## config.mk

```make
export PLATFORM = sky130hd
export DESIGN_NAME = spi_ram_arbiter
export DESIGN_NICKNAME = d
export VERILOG_FILES = /design/src/rtl/spi_ram_arbiter.sv
export SDC_FILE = /design/constraint.sdc
export NUM_CORES = 1
export LEC_CHECK = 0
export BUFFER_PORTS_ARGS = -buffer_cell sky130_fd_sc_hd__buf_2
export CAP_MARGIN = 20
export CORE_MARGIN = 8
export CORE_UTILIZATION = 53
export CTS_CLUSTER_SIZE = 14
export DETAILED_ROUTE_END_ITERATION = 12
export PLACE_DENSITY = 0.76
export SETUP_SLACK_MARGIN = 0.3
export SLEW_MARGIN = 20
export SYNTH_ARGS = -nofsm -noshare
export SYNTH_HDL_FRONTEND = slang
export SYNTH_SLANG_ARGS = --single-unit
```

## constraint.sdc

```tcl
create_clock -name clk -period 3.3 [get_ports clk]
set_input_delay 0.495 -clock clk [delete_from_list [all_inputs] [get_ports clk]]
set_output_delay 0.495 -clock clk [all_outputs]
set_load 0.02 [all_outputs]
```

## src/rtl/spi_ram_arbiter.sv

```systemverilog
// spi_ram_arbiter: decodes SPI command words into RAM accesses and shares
// the single RAM port with a parallel host using round-robin arbitration.
// Build option: define SPI_RAM_AUTOINC_EN to auto-increment the SPI
// write/read address registers each time an SPI data op is granted.
// The payload-to-address mapping assumes ADDR_W <= DATA_W (truncation).
module spi_ram_arbiter #(
  parameter int ADDR_W = 8,
  parameter int DATA_W = 8
) (
  input  logic              clk,
  input  logic              rst,
  input  logic [DATA_W+1:0] rx_data,
  input  logic              rx_valid,
  output logic [DATA_W-1:0] tx_data,
  output logic              tx_valid,
  output logic              spi_ovf,
  input  logic              h_req,
  input  logic              h_we,
  input  logic [ADDR_W-1:0] h_addr,
  input  logic [DATA_W-1:0] h_wdata,
  output logic              h_gnt,
  output logic [DATA_W-1:0] h_rdata,
  output logic              h_rvalid,
  output logic              ram_en,
  output logic              ram_we,
  output logic [ADDR_W-1:0] ram_addr,
  output logic [DATA_W-1:0] ram_din,
  input  logic [DATA_W-1:0] ram_dout
);

  typedef enum logic [1:0] {
    IDLE,
    ACC,
    RD
  } state_t;

  state_t state_q, state_d;

  logic [1:0]        cmd;
  logic [DATA_W-1:0] pay;
  logic [ADDR_W-1:0] pay_addr;
  logic              set_wr;
  logic              set_rd;
  logic              data_cmd;

  logic              slot_v_q;
  logic              slot_we_q;
  logic [ADDR_W-1:0] slot_addr_q;
  logic [DATA_W-1:0] slot_data_q;
  logic              slot_free;
  logic              slot_full;

  logic [ADDR_W-1:0] wr_addr_q;
  logic [ADDR_W-1:0] rd_addr_q;
  logic              ovf_q;

  logic              last_host_q;
  logic              cur_host_q;
  logic              cur_we_q;

  logic              gnt_spi;
  logic              gnt_host;
  logic              gnt_any;
  logic              sel_we;
  logic [ADDR_W-1:0] sel_addr;
  logic [DATA_W-1:0] sel_din;

  logic              ram_en_q;
  logic              ram_we_q;
  logic [ADDR_W-1:0] ram_addr_q;
  logic [DATA_W-1:0] ram_din_q;
  logic              h_gnt_q;
  logic [DATA_W-1:0] tx_data_q;
  logic              tx_valid_q;
  logic [DATA_W-1:0] h_rdata_q;
  logic              h_rvalid_q;

  assign cmd      = rx_data[DATA_W+1:DATA_W];
  assign pay      = rx_data[DATA_W-1:0];
  assign pay_addr = ADDR_W'(pay);
  assign set_wr   = rx_valid && (cmd == 2'b00);
  assign set_rd   = rx_valid && (cmd == 2'b10);
  assign data_cmd = rx_valid && cmd[0];

  // The slot empties at the end of an SPI access cycle, so a data word
  // arriving in that very cycle may refill it.
  assign slot_free = (state_q == ACC) && !cur_host_q;
  assign slot_full = slot_v_q && !slot_free;

  assign gnt_any  = gnt_spi || gnt_host;
  assign sel_we   = gnt_host ? h_we    : slot_we_q;
  assign sel_addr = gnt_host ? h_addr  : slot_addr_q;
  assign sel_din  = gnt_host ? h_wdata : slot_data_q;

  // FSM state register
  always_ff @(posedge clk or posedge rst) begin
    if (rst) state_q <= IDLE;
    else     state_q <= state_d;
  end

  // Round-robin grant decision and next-state logic
  always_comb begin
    state_d  = state_q;
    gnt_spi  = 1'b0;
    gnt_host = 1'b0;
    unique case (state_q)
      IDLE: begin
        if (slot_v_q && h_req) begin
          gnt_spi  = last_host_q;
          gnt_host = !last_host_q;
        end else begin
          gnt_spi  = slot_v_q;
          gnt_host = h_req;
        end
        if (gnt_spi || gnt_host) state_d = ACC;
      end
      ACC:     state_d = cur_we_q ? IDLE : RD;
      RD:      state_d = IDLE;
      default: state_d = IDLE;
    endcase
  end

  // Register the winning access onto the RAM port for one cycle
  always_ff @(posedge clk or posedge rst) begin
    if (rst) begin
      last_host_q <= 1'b1;
      cur_host_q  <= 1'b0;
      cur_we_q    <= 1'b0;
      ram_en_q    <= 1'b0;
      ram_we_q    <= 1'b0;
      ram_addr_q  <= '0;
      ram_din_q   <= '0;
      h_gnt_q     <= 1'b0;
    end else begin
      ram_en_q <= gnt_any;
      ram_we_q <= gnt_any && sel_we;
      h_gnt_q  <= gnt_host;
      if (gnt_any) begin
        last_host_q <= gnt_host;
        cur_host_q  <= gnt_host;
        cur_we_q    <= sel_we;
        ram_addr_q  <= sel_addr;
        if (sel_we) ram_din_q <= sel_din;
      end
    end
  end

  // Single-entry SPI pending slot and sticky overflow flag
  always_ff @(posedge clk or posedge rst) begin
    if (rst) begin
      slot_v_q    <= 1'b0;
      slot_we_q   <= 1'b0;
      slot_addr_q <= '0;
      slot_data_q <= '0;
      ovf_q       <= 1'b0;
    end else begin
      if (slot_free) slot_v_q <= 1'b0;
      if (data_cmd) begin
        if (slot_full) begin
          ovf_q <= 1'b1;
        end else begin
          slot_v_q    <= 1'b1;
          slot_we_q   <= !cmd[1];
          slot_addr_q <= cmd[1] ? rd_addr_q : wr_addr_q;
          slot_data_q <= pay;
        end
      end
    end
  end

  // SPI address registers; an explicit set beats an auto-increment
  always_ff @(posedge clk or posedge rst) begin
    if (rst) begin
      wr_addr_q <= '0;
      rd_addr_q <= '0;
    end else begin
`ifdef SPI_RAM_AUTOINC_EN
      if (gnt_spi && slot_we_q)  wr_addr_q <= wr_addr_q + ADDR_W'(1);
      if (gnt_spi && !slot_we_q) rd_addr_q <= rd_addr_q + ADDR_W'(1);
`else
`endif
      if (set_wr) wr_addr_q <= pay_addr;
      if (set_rd) rd_addr_q <= pay_addr;
    end
  end

  // Capture read data in RD and steer it to the side that issued the read
  always_ff @(posedge clk or posedge rst) begin
    if (rst) begin
      tx_data_q  <= '0;
      tx_valid_q <= 1'b0;
      h_rdata_q  <= '0;
      h_rvalid_q <= 1'b0;
    end else begin
      tx_valid_q <= 1'b0;
      h_rvalid_q <= 1'b0;
      if (state_q == RD) begin
        if (cur_host_q) begin
          h_rdata_q  <= ram_dout;
          h_rvalid_q <= 1'b1;
        end else begin
          tx_data_q  <= ram_dout;
          tx_valid_q <= 1'b1;
        end
      end
    end
  end

  assign ram_en   = ram_en_q;
  assign ram_we   = ram_we_q;
  assign ram_addr = ram_addr_q;
  assign ram_din  = ram_din_q;
  assign h_gnt    = h_gnt_q;
  assign h_rdata  = h_rdata_q;
  assign h_rvalid = h_rvalid_q;
  assign tx_data  = tx_data_q;
  assign tx_valid = tx_valid_q;
  assign spi_ovf  = ovf_q;

endmodule

```

==> impl_metrics.json <==
{
  "status": "finished, final reports clean",
  "grt.overflow.total": 0,
  "synthTopCellsByArea": "dfrtp_1, mux2_2, mux2i_1, nand3b_1, a32oi_1",
  "crit_cells": 3,
  "portBuffers": 76,
  "fp.dieW_um": 94.7,
  "yosysTopAreaCellShare_pct": 57.9,
  "seq_area_frac_synth_pct": 58.7,
  "dr.pass1.iters": 4,
  "rows": 28,
  "final_core_util_pct": 65.4,
  "synth_cell_types": 31,
  "fin_crit_ns": 2.01,
  "setup_tns_ns": 0,
  "nNetsFinal": 366,
  "core-area_mm2": 0.00596,
  "ys_ff_latch": 77,
  "place_congestion": 0.759,
  "cp.arrival_ns": 2.25,
  "die-area_mm2": 0.00897,
  "cp-end-kind": "flop",
  "cp_slowest_cell": "or4_1",
  "fin_ws_ns": 1.29,
  "syn-num-nets": 286,
  "cts_tree": "done",
  "tightestPinTransition_ns": 0.788,
  "cp_data_required_time_ns": 3.54,
  "critical_path_class": "flop to flop",
  "ios": 77,
  "drt_iter0_markers": 117,
  "yosys.area.top_type": "dfrtp_1",
  "routed_wl_um": 7310,
  "total_power_w": 0.00368,
  "post_cts_buffers": 0,
  "grt_pass1_vias": 2386,
  "start_util_pct": 55.1,
  "dp_slack_ns": 1.32,
  "cp-startpoint": "slot_v_q",
  "cap_violations": 0,
  "cts.clk_slew.worst_paths_ns": 0.08,
  "wl_per_cell_um": 18.0,
  "crit_family": "simple AND/OR/NAND/NOR gates",
  "cts_buffers": 9,
  "grt_pass1_wl_um": 12000,
  "period_share_pct": 60.8,
  "setup_viol": 0,
  "finalMaxSlewViolations": 0,
  "syn_avg_cell_area_um2": 13.3,
  "worst-path-max-fanout": 14,
  "power.density_mw_per_mm2": 945,
  "yosysWarnings": 0,
  "area_growth_pct": 18.6,
  "worst_skew_pair.late_latency_ns": 0.33,
  "reg2reg_depth": 3,
  "root_buffer": "clkbuf_8",
  "worstSetupStartpointType": "flop",
  "route.antenna.remaining_nets": 0,
  "cts_buffer_depth": 2,
  "path_cells": "nor2_1 > or4_1 > a32oi_1",
  "grt_max_degree": 39,
  "hold_viol": 0,
  "p_comb_share_pct": 40.4,
  "syn_inst": 247,
  "whs_ns": 0.307,
  "cts_max_level": 3,
  "postCtsHoldBufs": 0,
  "rsz0062_at_grt": "no",
  "cts_resized": 0,
  "cpPeakStageDelay_ns": 0.72,
  "p_int_w": 0.00229,
  "clock.fmax_mhz": 498,
  "r2r_end": "ram_din[7]",
  "drive_above_1_share_pct": 47.1,
  "crit_buf_inv": 0,
  "r2r_start": "slot_v_q",
  "die_h_um": 94.7,
  "cts_sinks": 77,
  "avgViaCountPerCell": 5.49,
  "vias": 2229,
  "grtUsageTotal_pct": 17.4,
  "p_sw_share_pct": 37.7,
  "antenna_found_initial": 0,
  "ir_drop_mv": 0.584,
  "hp-class": "input port to async pin",
  "seqPwrFrac_pct": 43.4,
  "clock_power_share_pct": 16.2,
  "p_leak_nw": 1.86,
  "finClkSkew_ns": 0.00810,
  "antenna_cells": 0,
  "syn-cell-area_mm2": 0.00328,
  "drc_errors": 0,
  "endpoint": "ram_din[7]",
  "power_switching_w": 0.00139,
  "rrSetupSlack_ns": 1.29,
  "post-dp-hpwl_um": 5380,
  "slew_headroom_pct": 47.4
}
## metal layers
metal | up-vias | wire length [um] | GRT usage [%]
met4 | 0 | 89 | 7.02
met1 | 1119 | 3050 | 22.7
met5 | - | 0 | 0
li1 | 1037 | - | -
met3 | 7 | 377 | 3.17
met2 | 66 | 3790 | 28.2
## synthesized netlist by cell type
master,instances
dfrtp_1,76
mux2_2,56
inv_1,13
nand3b_1,10
nor2_1,10
o21ai_0,10
mux2i_1,9
a32oi_1,8
nand2b_1,8
a21oi_1,7
o31ai_1,7
buf_2,4
clkbuf_1,4
nand2_1,4
a21o_1,2
clkbuf_2,2
nand3_1,2
nor3b_1,2
a211oi_1,1
a21bo_2,1
a21boi_2,1
a21oi_4,1
a2bb2oi_1,1
buf_1,1
buf_6,1
dfstp_2,1
nor3b_2,1
o21bai_1,1
or2_1,1
or3b_4,1
or4_1,1
## logic make-up after synthesis
family / share of synthesized area [%]
mux: 22.0
flops: 58.7
compound gates: 8.65
buf+inv: 3.32
simple gates: 7.32
## layout make-up
type	instances	area (um^2)
fill	478	2060
sequential	77	1930
multi-input combinational	145	1240
timing repair buffer	81	418
clock buffer	13	149
tap	75	93.8
inverter	13	48.8
clock inverter	2	10.0
## cell usage in the layout (no fill, tap or decap), drive strengths merged
cell type	n
a211oi	1
a21bo	1
a21boi	1
a21o	2
a21oi	8
a2bb2oi	1
a32oi	8
buf	81
clkbuf	13
clkinv	2
dfrtp	76
dfstp	1
inv	13
mux2	56
mux2i	9
nand2	4
nand2b	8
nand3	2
nand3b	10
nor2	10
nor3b	3
o21ai	10
o21bai	1
o31ai	7
or2	1
or3b	1
or4	1
## worst min-delay path by stage
stage	startpoint	endpoint	slack, ns	depth (start not counted)
after floorplan	cur_we_q	state_q[1]	0.40	1
after global placement	cur_we_q	state_q[1]	0.44	1
after detailed placement	cur_we_q	state_q[1]	0.45	1
after CTS	rst	slot_data_q[2]	0.33	2
after global routing	rst	ram_addr[5]	0.37	2
final	rst	ram_addr[3]	0.31	2
## state kept, by name, summed over array words and instances (netlist names)
register and count:
last_host_q 1, cur_host_q 1, ram_addr 8, ram_we 1
slot_addr_q 8, ram_din 8, ram_en 1, slot_v_q 1
tx_valid 1, h_gnt 1, h_rdata 8, rd_addr_q 8
spi_ovf 1, state_q 2, slot_data_q 8, wr_addr_q 8
cur_we_q 1, h_rvalid 1, slot_we_q 1, tx_data 8
## through the flow
stage	instance area [um^2]	cells
after floorplan	3280	247
after global placement	3730	391
after detailed placement	3730	391
after CTS	3890	406
after global routing	3890	406
final	3890	406
## power groups by stage
stage	clock network, W	registers, W	logic (W)
floorplan	0	0.00180	0.000829
global placement	0	0.00160	0.00146
detailed placement	0	0.00161	0.00150
CTS	0.000609	0.00160	0.00150
global route	0.000656	0.00166	0.00162
finish	0.000596	0.00160	0.00149
Power figures use the tool's default switching activity.
